--- src/rtl/ps2_pkg.sv ---
// Shared types and constants for the PS/2 keyboard port.
package ps2_pkg;

  typedef enum logic [1:0] {
    StIdle,
    StData,
    StParity,
    StStop
  } ps2_state_e;

  localparam int unsigned PS2_DATA_BITS  = 8;
  localparam int unsigned PS2_FILTER_LEN = 3;

  // Bus decoder matches address bits [15:8] against this value (0xffff_01xx).
  localparam logic [15:0] KBD_ADDR_DECODE = 16'h0100;
  localparam logic [15:0] KBD_ADDR_MASK   = 16'hff00;

  // Odd parity holds when the data bits and parity bit together contain an odd number of ones.
  function automatic logic odd_parity_ok(input logic [PS2_DATA_BITS-1:0] data,
                                         input logic                     parity);
    return ^{data, parity};
  endfunction

endpackage

--- src/rtl/sync_fifo.sv ---
// Synchronous FIFO with wrap-bit pointers; head byte reads as zero when empty.
module sync_fifo #(
  parameter int unsigned WIDTH = 8,
  parameter int unsigned DEPTH = 8
) (
  input  logic             clk,
  input  logic             rst,
  input  logic             push,
  input  logic [WIDTH-1:0] wdata,
  input  logic             pop,
  output logic [WIDTH-1:0] rdata,
  output logic             empty,
  output logic             full
);

  localparam int unsigned AW = $clog2(DEPTH);

  logic [AW:0]      wptr_q, rptr_q;
  logic [WIDTH-1:0] mem_q [DEPTH];
  logic             do_push, do_pop;

  assign empty = (wptr_q == rptr_q);
  assign full  = (wptr_q[AW] != rptr_q[AW]) && (wptr_q[AW-1:0] == rptr_q[AW-1:0]);

  // When full, a same-cycle pop frees the slot the push is about to fill.
  assign do_pop  = pop & ~empty;
  assign do_push = push & (~full | do_pop);

  assign rdata = empty ? '0 : mem_q[rptr_q[AW-1:0]];

  always_ff @(posedge clk) begin
    if (rst) begin
      wptr_q <= '0;
      rptr_q <= '0;
    end else begin
      if (do_push) wptr_q <= wptr_q + (AW+1)'(1);
      if (do_pop)  rptr_q <= rptr_q + (AW+1)'(1);
    end
  end

  always_ff @(posedge clk) begin
    if (do_push) mem_q[wptr_q[AW-1:0]] <= wdata;
  end

endmodule

--- src/rtl/ps2_kbd_port.sv ---
// PS/2 keyboard receiver: pin sync/filter, frame FSM with timeout, scan-code FIFO.
// Build option PS2_PARITY_CHECK_EN enables odd-parity rejection and kbd_parity_err.
module ps2_kbd_port
  import ps2_pkg::*;
#(
  parameter int unsigned FIFO_DEPTH  = 8,
  parameter int unsigned TIMEOUT_CYC = 50000
) (
  input  logic       clk,
  input  logic       rst,
  input  logic       ps2_clk,
  input  logic       ps2_data,
  input  logic       rd_en,
  input  logic       clr_flags,
  output logic [7:0] kbd_data,
  output logic       kbd_ready,
  output logic       kbd_overflow,
  output logic       kbd_parity_err
);

  localparam int unsigned CntW = $clog2(PS2_DATA_BITS);
  localparam int unsigned TmoW = (TIMEOUT_CYC > 1) ? $clog2(TIMEOUT_CYC) : 1;

  logic [1:0]                clk_sync_q, data_sync_q;
  logic [PS2_FILTER_LEN-1:0] hist_q;
  logic                      filt_q, filt_d, fall_q;
  logic                      data_bit;

  ps2_state_e                state_q;
  logic [CntW-1:0]           bit_cnt_q;
  logic [PS2_DATA_BITS-1:0]  shreg_q;
  logic [TmoW-1:0]           tmo_q;
  logic                      ovf_q, perr_q;
  logic                      frame_good, push, ovf_set, perr_set, timed_out;
  logic                      fifo_full, fifo_empty;
`ifdef PS2_PARITY_CHECK_EN
  logic                      parity_q;
`endif

  // Synchronizers and filter preset to the idle-high bus level.
  always_ff @(posedge clk) begin
    if (rst) begin
      clk_sync_q  <= 2'b11;
      data_sync_q <= 2'b11;
      hist_q      <= '1;
      filt_q      <= 1'b1;
      fall_q      <= 1'b0;
    end else begin
      clk_sync_q  <= {clk_sync_q[0], ps2_clk};
      data_sync_q <= {data_sync_q[0], ps2_data};
      hist_q      <= {hist_q[PS2_FILTER_LEN-2:0], clk_sync_q[1]};
      filt_q      <= filt_d;
      fall_q      <= filt_q & ~filt_d;
    end
  end

  always_comb begin
    filt_d = filt_q;
    if (hist_q == '0)     filt_d = 1'b0;
    else if (&hist_q)     filt_d = 1'b1;
  end

  assign data_bit = data_sync_q[1];

`ifdef PS2_PARITY_CHECK_EN
  assign frame_good = odd_parity_ok(shreg_q, parity_q);
  assign perr_set   = fall_q && (state_q == StStop) && data_bit && !frame_good;
`else
  assign frame_good = 1'b1;
  assign perr_set   = 1'b0;
`endif

  assign push      = fall_q && (state_q == StStop) && data_bit && frame_good;
  assign ovf_set   = push & fifo_full & ~rd_en;
  assign timed_out = (state_q != StIdle) && !fall_q && (tmo_q == TmoW'(TIMEOUT_CYC - 1));

  always_ff @(posedge clk) begin
    if (rst) begin
      state_q   <= StIdle;
      bit_cnt_q <= '0;
      shreg_q   <= '0;
      tmo_q     <= '0;
      ovf_q     <= 1'b0;
      perr_q    <= 1'b0;
`ifdef PS2_PARITY_CHECK_EN
      parity_q  <= 1'b0;
`endif
    end else begin
      // Set events take priority over a simultaneous clear.
      if (ovf_set)        ovf_q <= 1'b1;
      else if (clr_flags) ovf_q <= 1'b0;
      if (perr_set)       perr_q <= 1'b1;
      else if (clr_flags) perr_q <= 1'b0;

      if (state_q == StIdle || fall_q) tmo_q <= '0;
      else                             tmo_q <= tmo_q + TmoW'(1);

      if (timed_out) begin
        state_q <= StIdle;
      end else if (fall_q) begin
        unique case (state_q)
          StIdle: begin
            if (!data_bit) begin
              state_q   <= StData;
              bit_cnt_q <= '0;
            end
          end
          StData: begin
            shreg_q <= {data_bit, shreg_q[PS2_DATA_BITS-1:1]};
            if (bit_cnt_q == CntW'(PS2_DATA_BITS - 1)) state_q <= StParity;
            else                                       bit_cnt_q <= bit_cnt_q + CntW'(1);
          end
          StParity: begin
`ifdef PS2_PARITY_CHECK_EN
            parity_q <= data_bit;
`endif
            state_q  <= StStop;
          end
          StStop: state_q <= StIdle;
        endcase
      end
    end
  end

  sync_fifo #(
    .WIDTH (PS2_DATA_BITS),
    .DEPTH (FIFO_DEPTH)
  ) u_fifo (
    .clk   (clk),
    .rst   (rst),
    .push  (push),
    .wdata (shreg_q),
    .pop   (rd_en),
    .rdata (kbd_data),
    .empty (fifo_empty),
    .full  (fifo_full)
  );

  assign kbd_ready      = ~fifo_empty;
  assign kbd_overflow   = ovf_q;
  assign kbd_parity_err = perr_q;

endmodule

--- config.mk ---
export PLATFORM = sky130hd
export DESIGN_NAME = ps2_kbd_port
export DESIGN_NICKNAME = d
export VERILOG_FILES = /design/src/rtl/ps2_pkg.sv /design/src/rtl/sync_fifo.sv /design/src/rtl/ps2_kbd_port.sv
export SDC_FILE = /design/constraint.sdc
export NUM_CORES = 1
export LEC_CHECK = 0
export ABC_CLOCK_PERIOD_IN_PS = 4200
export CAP_MARGIN = 15
export CORE_AREA = 3 3 121 123
export CTS_BUF_LIST = sky130_fd_sc_hd__clkbuf_2 sky130_fd_sc_hd__clkbuf_4 sky130_fd_sc_hd__clkbuf_8
export CTS_CLUSTER_DIAMETER = 120
export DETAILED_ROUTE_END_ITERATION = 16
export DIE_AREA = 0 0 124 126
export PLACE_DENSITY = 0.47
export SETUP_SLACK_MARGIN = 0.3
export SYNTH_ARGS = -nofsm -noshare
export SYNTH_HDL_FRONTEND = slang
export SYNTH_HIERARCHICAL = 1
export SYNTH_SLANG_ARGS = --single-unit
--- constraint.sdc ---
create_clock -name clk -period 4.2 [get_ports clk]
set_input_delay 0.63 -clock clk [delete_from_list [all_inputs] [get_ports clk]]
set_output_delay 0.63 -clock clk [all_outputs]
set_load 0.05 [all_outputs]
==> impl_metrics.yaml <==
logic_synthesis:
  avgSynthCellArea_sq_um: 13.5
  synthAdderAreaFrac_pct: 2.35
  synth_area_leaders: "edfxtp_1 (40%), dfxtp_1 (21%), mux4_2 (7.5%)"
  ys_seq_elements: 114
  synth-seq-area-share_pct: 61.0
  synth_cell_types: 53
  synth_common_cells: "edfxtp_1 (64), dfxtp_1 (50), nor2_1 (33)"
  synthFlopType: "edfxtp_1"
  syn-cell-area_sq_um: 4790
  synth_cells: 354
  synthArstFlopShare_pct: 0
  synth-simple-area-share_pct: 14.0
  synth_largest_area_cell: "edfxtp_1"
  synth-edff-count: 64
  yosysMostFrequentCell: "edfxtp_1"
  syn_nets: 369
  yosysTopAreaCellShare_pct: 40.1
  synth_compound_area_share_pct: 5.02
  synth_xor_xnor_area_share_pct: 4.13
  yosys-mux-area-fraction_pct: 10.5
  synth_top_family_by_area: "simple AND/OR/NAND/NOR gates"
  ys_warn_count: 6
floorplanning:
  die_y_um: 126
  io_pins: 17
  die-area_sq_um: 15600
  initial_core_util_pct: 34.8
  dieWidth_um: 124
  core_sq_um: 13800
  rows: 43
worst_setup_path:
  r2r-end: "u_fifo/mem_q[6][2]$_DFFE_PP_"
  r2r_setup_slack_ps: 1890
  rr_startpoint: "fall_q$_SDFF_PP0_"
  startpoint_type: "flip-flop"
  r2r_cells: 3
  worstSetupPathType: "reg2out"
  crit_fanout: 10
  crit_required_ps: 3570
  crit_arrival_ps: 2800
  end_kind: "output port"
grt:
  grt-ovfl-total: 0
  grt_max_degree: 37
  grt_pass1_wl_um: 14400
  antenna_found_initial: 0
  grt.total_usage_pct: 12.6
  grt_pass1_vias: 2690
worst_hold_path:
  worst_hold_path.endpoint: "data_sync_q[1]$_SDFF_PP1_"
  whs_path_depth: 1
  hp-start: "data_sync_q[0]$_SDFF_PP1_"
  hold_path.class: "reg2reg"
power_and_ir_drop:
  net-switching-power_mw: 0.436
  power.total_mw: 2.27
  comb_power_share_pct: 0.8
  power_frac_clock_pct: 47.7
  p_seq_share_pct: 51.5
  switching_share_pct: 19.2
  intPower_mw: 1.83
  power-per-cell-area_nw_per_um2: 408
  peakVddDrop_uv: 236
  p_leak_nw: 1.86
placement:
  dpl.hpwl_um: 5630
  port_buffers: 15
  dp_slack_ps: 847
  place_inst: 538
  gp_congestion: 0.731
  place_area_sq_um: 5130
clock_network:
  worstSkewPairLatency_ps: 420
  cts_resized: 0
  cts_buffers: 17
  holdBufCountCts: 0
  cts_tree: "yes"
  cts_setup_buffers: 0
  clockBufferDepth: 2
  cts_root_buf: "clkbuf_8"
  clk_pin_slew_worst_paths_ps: 70
  htree_levels: 4
  cts.sinks: 114
outcome:
  status: "completed"
sta:
  setup_slack_ps: 774
  fin_crit_ps: 3430
  relSlewSlack_pct: 32.5
  finalMaxSlewViolations: 0
  setup_violations: 0
  tightest_slew_ps: 1010
  skew_ps: 5.85
  max_freq_mhz: 292
  rsz0062_at_grt: "no"
  hold_viol: 0
  finalSetupTns_ps: 0
  period_share_pct: 81.6
final_layout:
  fillers: 1313
  diodes: 0
  design_area_sq_um: 5560
  multi_input_area_sq_um: 1740
  fin_nets: 393
  syn_to_final_growth_pct: 16.0
  instances_no_fill: 571
  seqCellArea_sq_um: 2920
  final_layout_size_suffix_gt1_share_pct: 21.2
detailed_routing:
  routed-wl-met2_um: 4510
  ant_nets: 0
  dr.pass1.iters: 4
  totalWireLength_um: 8950
  routed.top_layer: "met4"
  drc_errors: 0
  avgRoutedWirePerCell_um: 15.7
  via_per_inst: 4.71
  vias: 2687
  met3_length_um: 384
  m1WireLength_um: 3920
  drtIter0Drc: 184
run:
  maxCapViolations: 0
-- power groups by stage --
stage	clock network (mW)	logic, mW	registers [mW]
after floorplan	0	0.00982	1.19
after global placement	0	0.0177	1.19
after detailed placement	0	0.0177	1.19
after CTS	1.12	0.0178	1.17
after global routing	1.18	0.0190	1.17
final	1.08	0.0173	1.17
-- worst max-delay path, stage by stage (launching register included) --
cell             delay [ps]
dfxtp_1                 600
buf_4                   340
mux4_2                  540
mux2i_1                 140
nor2_1                   50
clkdlybuf4s50_1         690
-- cells in the final DEF (no fill, tap or decap), drive strengths merged, types with 3 or more instances in the layout --
cell type,count
bufinv,4
nor2,36
a21oi,18
or2,7
mux4,16
xnor2,13
inv,13
buf,7
nor4,5
dfxtp,50
nor3,8
xor2,7
ha,9
o21ai,7
clkinvlp,3
nand3,15
edfxtp,64
clkinv,5
clkbuf,20
nand2,18
mux2i,12
nand4,7
clkdlybuf4s50,15
or3,5
-- area by class of cell --
cell class	count	share of cell area, %
sequential	114	52.6
multi-input combinational	210	31.3
clock buffer	20	4.62
tap	180	4.05
timing repair buffer	22	3.65
clock inverter	12	2.95
inverter	13	0.878
-- registers in the layout (all words and copies together), names as in the netlist, 2 cells and up, named ones only --
name and flops:
u_fifo/mem_q 64, tmo_q 16, shreg_q 8, u_fifo/rptr_q 4
u_fifo/wptr_q 4, bit_cnt_q 3, hist_q 3, clk_sync_q 2
data_sync_q 2, state_q 2
-- kinds of logic after synthesis --
group	Yosys count
AOI/OAI and AO/OA	36
buffers and inverters	30
adders and majority gates	9
other	1
DFF	114
muxes	30
and+or+nand+nor	114
xor gates and xnor gates	20
-- routing by layer --
metal | vias to the layer above | global-route usage, %
met5 | - | 0
met4 | 0 | 5.03
met3 | 9 | 4.76
met2 | 37 | 20.0
met1 | 1304 | 15.3
li1 | 1337 | -
-- stage by stage --
| step | utilization (%) | hold WS [ps] |
|---|---|---|
| final | 40.3 | 408 |
| after floorplan | - | 389 |
| after CTS | 40.3 | 409 |
| after detailed placement | 37.2 | 393 |
| after global placement | 37.2 | 392 |
| after global routing | 40.3 | 421 |
-- worst max-delay path by stage --
stage | to | slack, ps | cells after the start
after global placement | kbd_data[1] | 960 | 4
after CTS | kbd_data[7] | 370 | 4
after detailed placement | kbd_data[7] | 850 | 4
after floorplan | kbd_data[2] | 1800 | 5
final | kbd_data[0] | 770 | 5
after global routing | kbd_data[4] | 540 | 5
Power figures use the tool's default switching activity.
